## config.mk

```make
export PLATFORM = sky130hd
export DESIGN_NAME = axi_arbiter
export DESIGN_NICKNAME = d
export VERILOG_FILES = /design/src/rtl/axi_arbiter.sv
export SDC_FILE = /design/constraint.sdc
export NUM_CORES = 1
export LEC_CHECK = 0
export BUFFER_PORTS_ARGS = -buffer_cell sky130_fd_sc_hd__buf_2
export CORE_AREA = 2 2 158 160
export DETAILED_ROUTE_END_ITERATION = 12
export DIE_AREA = 0 0 160 162
export SLEW_MARGIN = 20
export SYNTH_ARGS = -nofsm -noshare
export SYNTH_HDL_FRONTEND = slang
export SYNTH_SLANG_ARGS = --single-unit
```

## constraint.sdc

```tcl
create_clock -name clock -period 3.35 [get_ports clock]
set_input_delay 0.67 -clock clock [delete_from_list [all_inputs] [get_ports clock]]
set_output_delay 0.67 -clock clock [all_outputs]
set_load 0.01 [all_outputs]
```

## src/rtl/axi_arbiter.sv

```systemverilog
// axi_arbiter
//   Shares one downstream AXI master port (io_*) between two requesters:
//   the instruction fetch unit (IFU, reads only) and the load/store unit
//   (LSU, reads and single-beat writes). One transaction is granted at a
//   time. Arbitration happens in IDLE and takes one cycle. A grant is held
//   until its completion handshake, with no preemption. IFU-vs-LSU
//   conflicts are resolved round-robin.
//
//   Ports
//     clock, reset            : rising-edge clock, asynchronous active-low reset
//     ifu_ar*/ifu_r*          : IFU read address / read data (slave side)
//     lsu_ar*/lsu_r*          : LSU read address / read data (slave side)
//     lsu_aw*/lsu_w*/lsu_b*   : LSU write address / data / response (slave side)
//     io_ar*/io_r*            : downstream read channels (master side)
//     io_aw*/io_w*/io_b*      : downstream write channels (master side);
//                               io_awlen tied 0, io_wlast tied 1
module axi_arbiter #(
   parameter int ADDR_W = 32,
   parameter int DATA_W = 32
) (
   input  logic                clock,
   input  logic                reset,
   // IFU read
   input  logic                ifu_arvalid,
   input  logic [ADDR_W-1:0]   ifu_araddr,
   input  logic [7:0]          ifu_arlen,
   output logic                ifu_arready,
   output logic                ifu_rvalid,
   output logic [DATA_W-1:0]   ifu_rdata,
   output logic [1:0]          ifu_rresp,
   output logic                ifu_rlast,
   input  logic                ifu_rready,
   // LSU read
   input  logic                lsu_arvalid,
   input  logic [ADDR_W-1:0]   lsu_araddr,
   input  logic [7:0]          lsu_arlen,
   output logic                lsu_arready,
   output logic                lsu_rvalid,
   output logic [DATA_W-1:0]   lsu_rdata,
   output logic [1:0]          lsu_rresp,
   output logic                lsu_rlast,
   input  logic                lsu_rready,
   // LSU write
   input  logic                lsu_awvalid,
   input  logic [ADDR_W-1:0]   lsu_awaddr,
   output logic                lsu_awready,
   input  logic                lsu_wvalid,
   input  logic [DATA_W-1:0]   lsu_wdata,
   input  logic [DATA_W/8-1:0] lsu_wstrb,
   output logic                lsu_wready,
   output logic                lsu_bvalid,
   output logic [1:0]          lsu_bresp,
   input  logic                lsu_bready,
   // Downstream master
   output logic                io_arvalid,
   output logic [ADDR_W-1:0]   io_araddr,
   output logic [7:0]          io_arlen,
   input  logic                io_arready,
   input  logic                io_rvalid,
   input  logic [DATA_W-1:0]   io_rdata,
   input  logic [1:0]          io_rresp,
   input  logic                io_rlast,
   output logic                io_rready,
   output logic                io_awvalid,
   output logic [ADDR_W-1:0]   io_awaddr,
   output logic [7:0]          io_awlen,
   input  logic                io_awready,
   output logic                io_wvalid,
   output logic [DATA_W-1:0]   io_wdata,
   output logic [DATA_W/8-1:0] io_wstrb,
   output logic                io_wlast,
   input  logic                io_wready,
   input  logic                io_bvalid,
   input  logic [1:0]          io_bresp,
   output logic                io_bready
);

   typedef enum logic [1:0] {IDLE, RD_IFU, RD_LSU, WR_LSU} state_e;

   state_e state_q, state_d;
   logic   last_lsu_q, last_lsu_d;   // 1: LSU held the most recent grant
   logic   addr_done_q, addr_done_d; // AR/AW already accepted in this grant
   logic   w_done_q, w_done_d;       // W beat already accepted in this grant

   logic ifu_req, lsu_req;
   logic ar_hs, aw_hs, w_hs, rd_done, wr_done;

   assign ifu_req = ifu_arvalid;
   assign lsu_req = lsu_awvalid | lsu_arvalid;
   assign ar_hs   = io_arvalid & io_arready;
   assign aw_hs   = io_awvalid & io_awready;
   assign w_hs    = io_wvalid & io_wready;
   // io_rready / io_bready are forced 0 outside the matching states, so
   // stray responses in IDLE or the other direction never end a grant.
   assign rd_done = io_rvalid & io_rready & io_rlast;
   assign wr_done = io_bvalid & io_bready;

   // Payloads are passed through unconditionally; only valid/ready are gated.
   assign io_araddr = (state_q == RD_LSU) ? lsu_araddr : ifu_araddr;
   assign io_arlen  = (state_q == RD_LSU) ? lsu_arlen  : ifu_arlen;
   assign io_awaddr = lsu_awaddr;
   assign io_awlen  = 8'd0;
   assign io_wdata  = lsu_wdata;
   assign io_wstrb  = lsu_wstrb;
   assign io_wlast  = 1'b1;
   assign ifu_rdata = io_rdata;
   assign ifu_rresp = io_rresp;
   assign ifu_rlast = io_rlast;
   assign lsu_rdata = io_rdata;
   assign lsu_rresp = io_rresp;
   assign lsu_rlast = io_rlast;
   assign lsu_bresp = io_bresp;

   // Handshake steering for the granted requester
   always_comb begin
      io_arvalid  = 1'b0;
      io_rready   = 1'b0;
      io_awvalid  = 1'b0;
      io_wvalid   = 1'b0;
      io_bready   = 1'b0;
      ifu_arready = 1'b0;
      ifu_rvalid  = 1'b0;
      lsu_arready = 1'b0;
      lsu_rvalid  = 1'b0;
      lsu_awready = 1'b0;
      lsu_wready  = 1'b0;
      lsu_bvalid  = 1'b0;
      case (state_q)
         RD_IFU: begin
            io_arvalid  = ifu_arvalid & ~addr_done_q;
            ifu_arready = io_arready & ~addr_done_q;
            ifu_rvalid  = io_rvalid;
            io_rready   = ifu_rready;
         end
         RD_LSU: begin
            io_arvalid  = lsu_arvalid & ~addr_done_q;
            lsu_arready = io_arready & ~addr_done_q;
            lsu_rvalid  = io_rvalid;
            io_rready   = lsu_rready;
         end
         WR_LSU: begin
            io_awvalid  = lsu_awvalid & ~addr_done_q;
            lsu_awready = io_awready & ~addr_done_q;
            io_wvalid   = lsu_wvalid & ~w_done_q;
            lsu_wready  = io_wready & ~w_done_q;
            lsu_bvalid  = io_bvalid;
            io_bready   = lsu_bready;
         end
         default: ;
      endcase
   end

   // Next-state: arbitration in IDLE, completion tracking in granted states
   always_comb begin
      state_d     = state_q;
      last_lsu_d  = last_lsu_q;
      addr_done_d = addr_done_q;
      w_done_d    = w_done_q;
      case (state_q)
         IDLE: begin
            addr_done_d = 1'b0;
            w_done_d    = 1'b0;
            // IFU wins when alone or when the LSU was granted last
            if (ifu_req && (!lsu_req || last_lsu_q)) begin
               state_d    = RD_IFU;
               last_lsu_d = 1'b0;
            end else if (lsu_req) begin
               state_d    = lsu_awvalid ? WR_LSU : RD_LSU;
               last_lsu_d = 1'b1;
            end
         end
         RD_IFU, RD_LSU: begin
            if (ar_hs)   addr_done_d = 1'b1;
            if (rd_done) state_d     = IDLE;
         end
         WR_LSU: begin
            if (aw_hs)   addr_done_d = 1'b1;
            if (w_hs)    w_done_d    = 1'b1;
            if (wr_done) state_d     = IDLE;
         end
         default: state_d = IDLE;
      endcase
   end

   always_ff @(posedge clock or negedge reset) begin
      if (!reset) begin
         state_q     <= IDLE;
         last_lsu_q  <= 1'b1;
         addr_done_q <= 1'b0;
         w_done_q    <= 1'b0;
      end else begin
         state_q     <= state_d;
         last_lsu_q  <= last_lsu_d;
         addr_done_q <= addr_done_d;
         w_done_q    <= w_done_d;
      end
   end

endmodule

```

After elaboration in Yosys (flattened, before gate mapping)
Index checks and enable logic that the tools add are counted.

Multiplexer cells: 27. Reduce and logical (&&, ||, !) cells: 11. Bitwise logic cells: 16. Equal/unequal tests: 9.

Operators with widths (count): $mux 32 (1); $mux 1 (16); $and 1x1->1 (13); $ne 2x2->1 const B (5); $mux 2 (4); $mux 8 (1); $pmux 1 s2 (3); $pmux 2 s3 (1); $reduce_and 2->1 (3); $eq 2x2->1 const B (2); $reduce_bool 2->1 (2); $ne 3x3->1 const B (1); $pmux 1 s3 (1); $reduce_and 3->1 (1); $eq 2x1->1 const B (1); $logic_not 2->1 (1); $not 1->1 (2); $reduce_or 2->1 (1); $logic_and 1x1->1 (1); $logic_not 1->1 (1); $logic_or 1x1->1 (1); $or 1x1->1 (1).

Register bits after elaboration: 5. Output and inout bits: 201. Word-level logic and storage cells: 67. Input bits: 199.

Logic depth before layout (Yosys ltp)
Depth after elaboration: 6. Depth in mapped cells: 7. Mapped depth without buffers: 6.

Worst setup path after synthesis
Ideal clock, no wire load.

Path type: register to output. Start point: register state_q[0]. End point: output io_araddr[0]. Slack: 1.355 ns. Arrival: 1.325 ns. Required time: 2.680 ns. Stages on the path, launching flop included: 6. Buffers on the path: 2. Path through: dfrtp_1 > inv_1 > ha_1 > buf_4 > buf_2 > mux2_2.

Word-level cells in the longest chain between the ends: 2.

Ends and longest elaborated chain: start: declaration (line 80) `state_e state_q, state_d;`; start signal: assignment (line 192) `state_q <= state_d;`; $eq 2x2->1 (line 99) `assign io_araddr = (state_q == RD_LSU) ? lsu_araddr : ifu_araddr;`; $mux 32 (line 99); end: declaration (line 56) `output logic [ADDR_W-1:0] io_araddr,`.

No other way between the ends.

Worst setup path in the final report
Start point: register state_q[0]. End point: output io_arlen[7].

Word-level cells in the longest chain between the ends: 2.

Ends and longest elaborated chain: $eq 2x2->1 (line 100) `assign io_arlen = (state_q == RD_LSU) ? lsu_arlen : ifu_arlen;`; $mux 8 (line 100); end: declaration (line 57) `output logic [7:0] io_arlen,`.

No other way between the ends.

==> metrics.txt <==
status=complete, no violations; total grt overflow=0; Pwr Total=1340 µW; Routed WL=around 7000 µm; setup slack after layout=around 0.9 ns; Ant. Diodes=0; Crit. End Element=primary output; synthesized instance count=251; HPWL after DPL=6100 µm; VDD IR max=0.230 mV; starting density of the core=8.50%; cell area after synthesis=2050 µm²; Slew Viols, Final=0; Slowest cell on crit path=mux2_2; chip width=approximately 160 µm; TNS Setup=0 ns; RSZ-0062 raised after global routing=no; layout cell share with drive strength beyond 1=76.4%; Num CTS Buffers=3; Post-DRT Antenna Nets=0; worst hold-check path type=in2async; vias in the first global route=1528; Max clock buf depth=2; via count=about 1500; Final Hold Viols=0; register area share after synthesis=6.17%; period utilization=about three quarters; Cell Rows=57; Initial DRC Count=45; crit-path max FO=25; drt pass-1 iters=4; crit path buf inv count=3; largest net degree at the start of global routing=26; Unique masters post-synth=24; FF+latch count, synth=5; # H-tree levels=1; Layout Skew=0.00114 ns; CP max stage delay=0.39 ns; Layout fillers=~2900; vias per cell=2.66; CP Launch Type=register; # hold bufs at CTS=0; Power Density=614 nW/µm²; mean post-synth cell area=8.17 µm²; io pins=400; multi-input logic area=787 µm²; Worst EP required=2.68 ns; cell family with most CP delay=buffers and inverters; pre-CTS setup slack=1.09 ns; port bufs=148; Die Span Y=162 µm; CTS Sinks=5; area delta synth->final=6.59%; gr usage total=4.84%; CTS root buffer=clkbuf_16; Max Fclk=408 MHz; CTS tree=done; WS Path Type=reg2out; Post-CTS Setup Inserts=0; Net count, final=~460; Avg WL per Cell=between 10 and 15 µm; Max Cap Viol=0; initial antenna violation count=0; first-pass GRT wire length=9090 µm; Pleak=0.00105 µW; Clk Latency, worst-skew pair=0.23 ns; crit path DAT=between 1.5 and 2 ns; post_cts resized=0; GPL Wtd Cong=0.703; CP cell instances=inv_1, ha_2, buf_12, mux2_2, buf_2; YS warnings=0; Reg2Reg Setup Slack=between 1 and 1.5 ns; # setup viols final=0; area of the core=between 20000 and 25000 µm²; flip-flop and latch area=126 µm²; die area=~26000 µm²; residual DRC count=0; Final Critical Period=2.45 ns; Reg clk slew, reported paths=~0.030 ns
==> worst register-to-register path, cell delays in order, from the launching register on <==
cell and delay, ns:
dfrtp_1 0.38, inv_1 0.11, ha_2 0.28, buf_12 0.20, a22oi_2 0.14, a221oi_2 0.46
a21oi_1 0.13, a21o_1 0.17
==> cell type report <==
type	instances	area share [%]
Clock buffer	4	3.61
Inverter	5	0.859
Multi-Input combinational cell	94	36.0
Sequential cell	5	5.78
Tap cell	324	18.6
Timing Repair Buffer	150	35.2
==> metrics by stage <==
| stage | utilization (%) | hold WS [ns] | cells | cell area [µm²] |
|---|---|---|---|---|
| floorplan | - | 0.374 | 258 | 2080 |
| global placement | 8.74 | 0.481 | 578 | 2110 |
| detailed placement | 8.74 | 0.479 | 578 | 2110 |
| CTS | 9.06 | 0.262 | 582 | 2180 |
| global route | 9.06 | 0.264 | 582 | 2180 |
| finish | 9.06 | 0.258 | 582 | 2180 |
==> report_power, final <==
| group | switching [µW] | leakage [µW] | internal, µW | total [µW] |
|---|---|---|---|---|
| clock network | 37.5 | 0.0000382 | 158 | 195 |
| registers | 27.5 | 0.0000601 | 92.9 | 120 |
| logic | 513 | 0.000949 | 512 | 1020 |
| total | 578 | 0.00105 | 762 | 1340 |
==> routing by layer <==
metal / share of wire [%] / track usage (%) / up-vias
met1: 35 / 4.86 / 635
met5: 0.89 / 1.70 / -
met4: 6.9 / 2.99 / 2
met3: 18 / 4.19 / 47
met2: 39 / 6.53 / 197
li1: - / - / 667
==> path summary, 6_finish.rpt <==
check / from / to / cells past startpoint
worst max-delay path: state_q[0] / io_arlen[7] / 5
worst min-delay path: reset / state_q[1] / 1
worst max register to register: state_q[0] / state_q[0] / 7
worst min register to register: last_lsu_q / last_lsu_q / 2
max in group asynchronous: reset / last_lsu_q / 1
min in group clock: last_lsu_q / last_lsu_q / 2
==> placed cells by master, fill, tap and decap left out, types with 2 or more instances in the layout <==
cell       netlist  routed
mux2_2          40      40
and3b_1          4       4
o21ai_0          3       3
nor2_1           5       5
nand2b_1         2       2
clkbuf_16        0       3
ha_1             4       3
a21oi_1          8       8
dfrtp_1          4       4
buf_2            4     148
and2_1           4       4
nand2_1          6       6
conb_1           2       9
inv_1            5       5
==> cell families (layout without fill, tap and decap cells) <==
family,after synthesis,after routing,synth area share (%)
buffers and inverters,159,159,56.8
muxes,41,41,22.5
and+or+nand+nor,24,24,6.59
AOI/OAI and AO/OA,16,16,5.13
DFF,5,5,6.17
adders and majority gates,4,4,2.44
other,2,9,0.366
==> cell usage after synthesis <==
master    number  area (µm²)
inv_1          5        18.8
nand2b_1       2        12.5
conb_1         2        7.51
nand3b_1       1        7.51
buf_2          4        20.0
a221oi_2       1        15.0
and2_1         4        25.0
dfrtp_1        4         100
nor3b_1        1        7.51
nor2b_1        1        6.26
mux2_2        40         450
buf_4        150        1130
a21oi_1        8        40.0
mux2i_1        1        10.0
a21o_1         1        7.51
nor2_1         5        18.8
ha_1           4        50.1
and3b_1        4        35.0
o31ai_1        1        7.51
nand2_1        6        22.5
a22oi_2        1        12.5
o21ai_0        3        15.0
dfstp_2        1        26.3
a21boi_0       1        7.51
==> registers in the layout (all words and copies together) (netlist names) <==
signal / flops
addr_done_q: 1
w_done_q: 1
state_q: 2
last_lsu_q: 1
No activity file was read; power rests on OpenSTA's default activity.
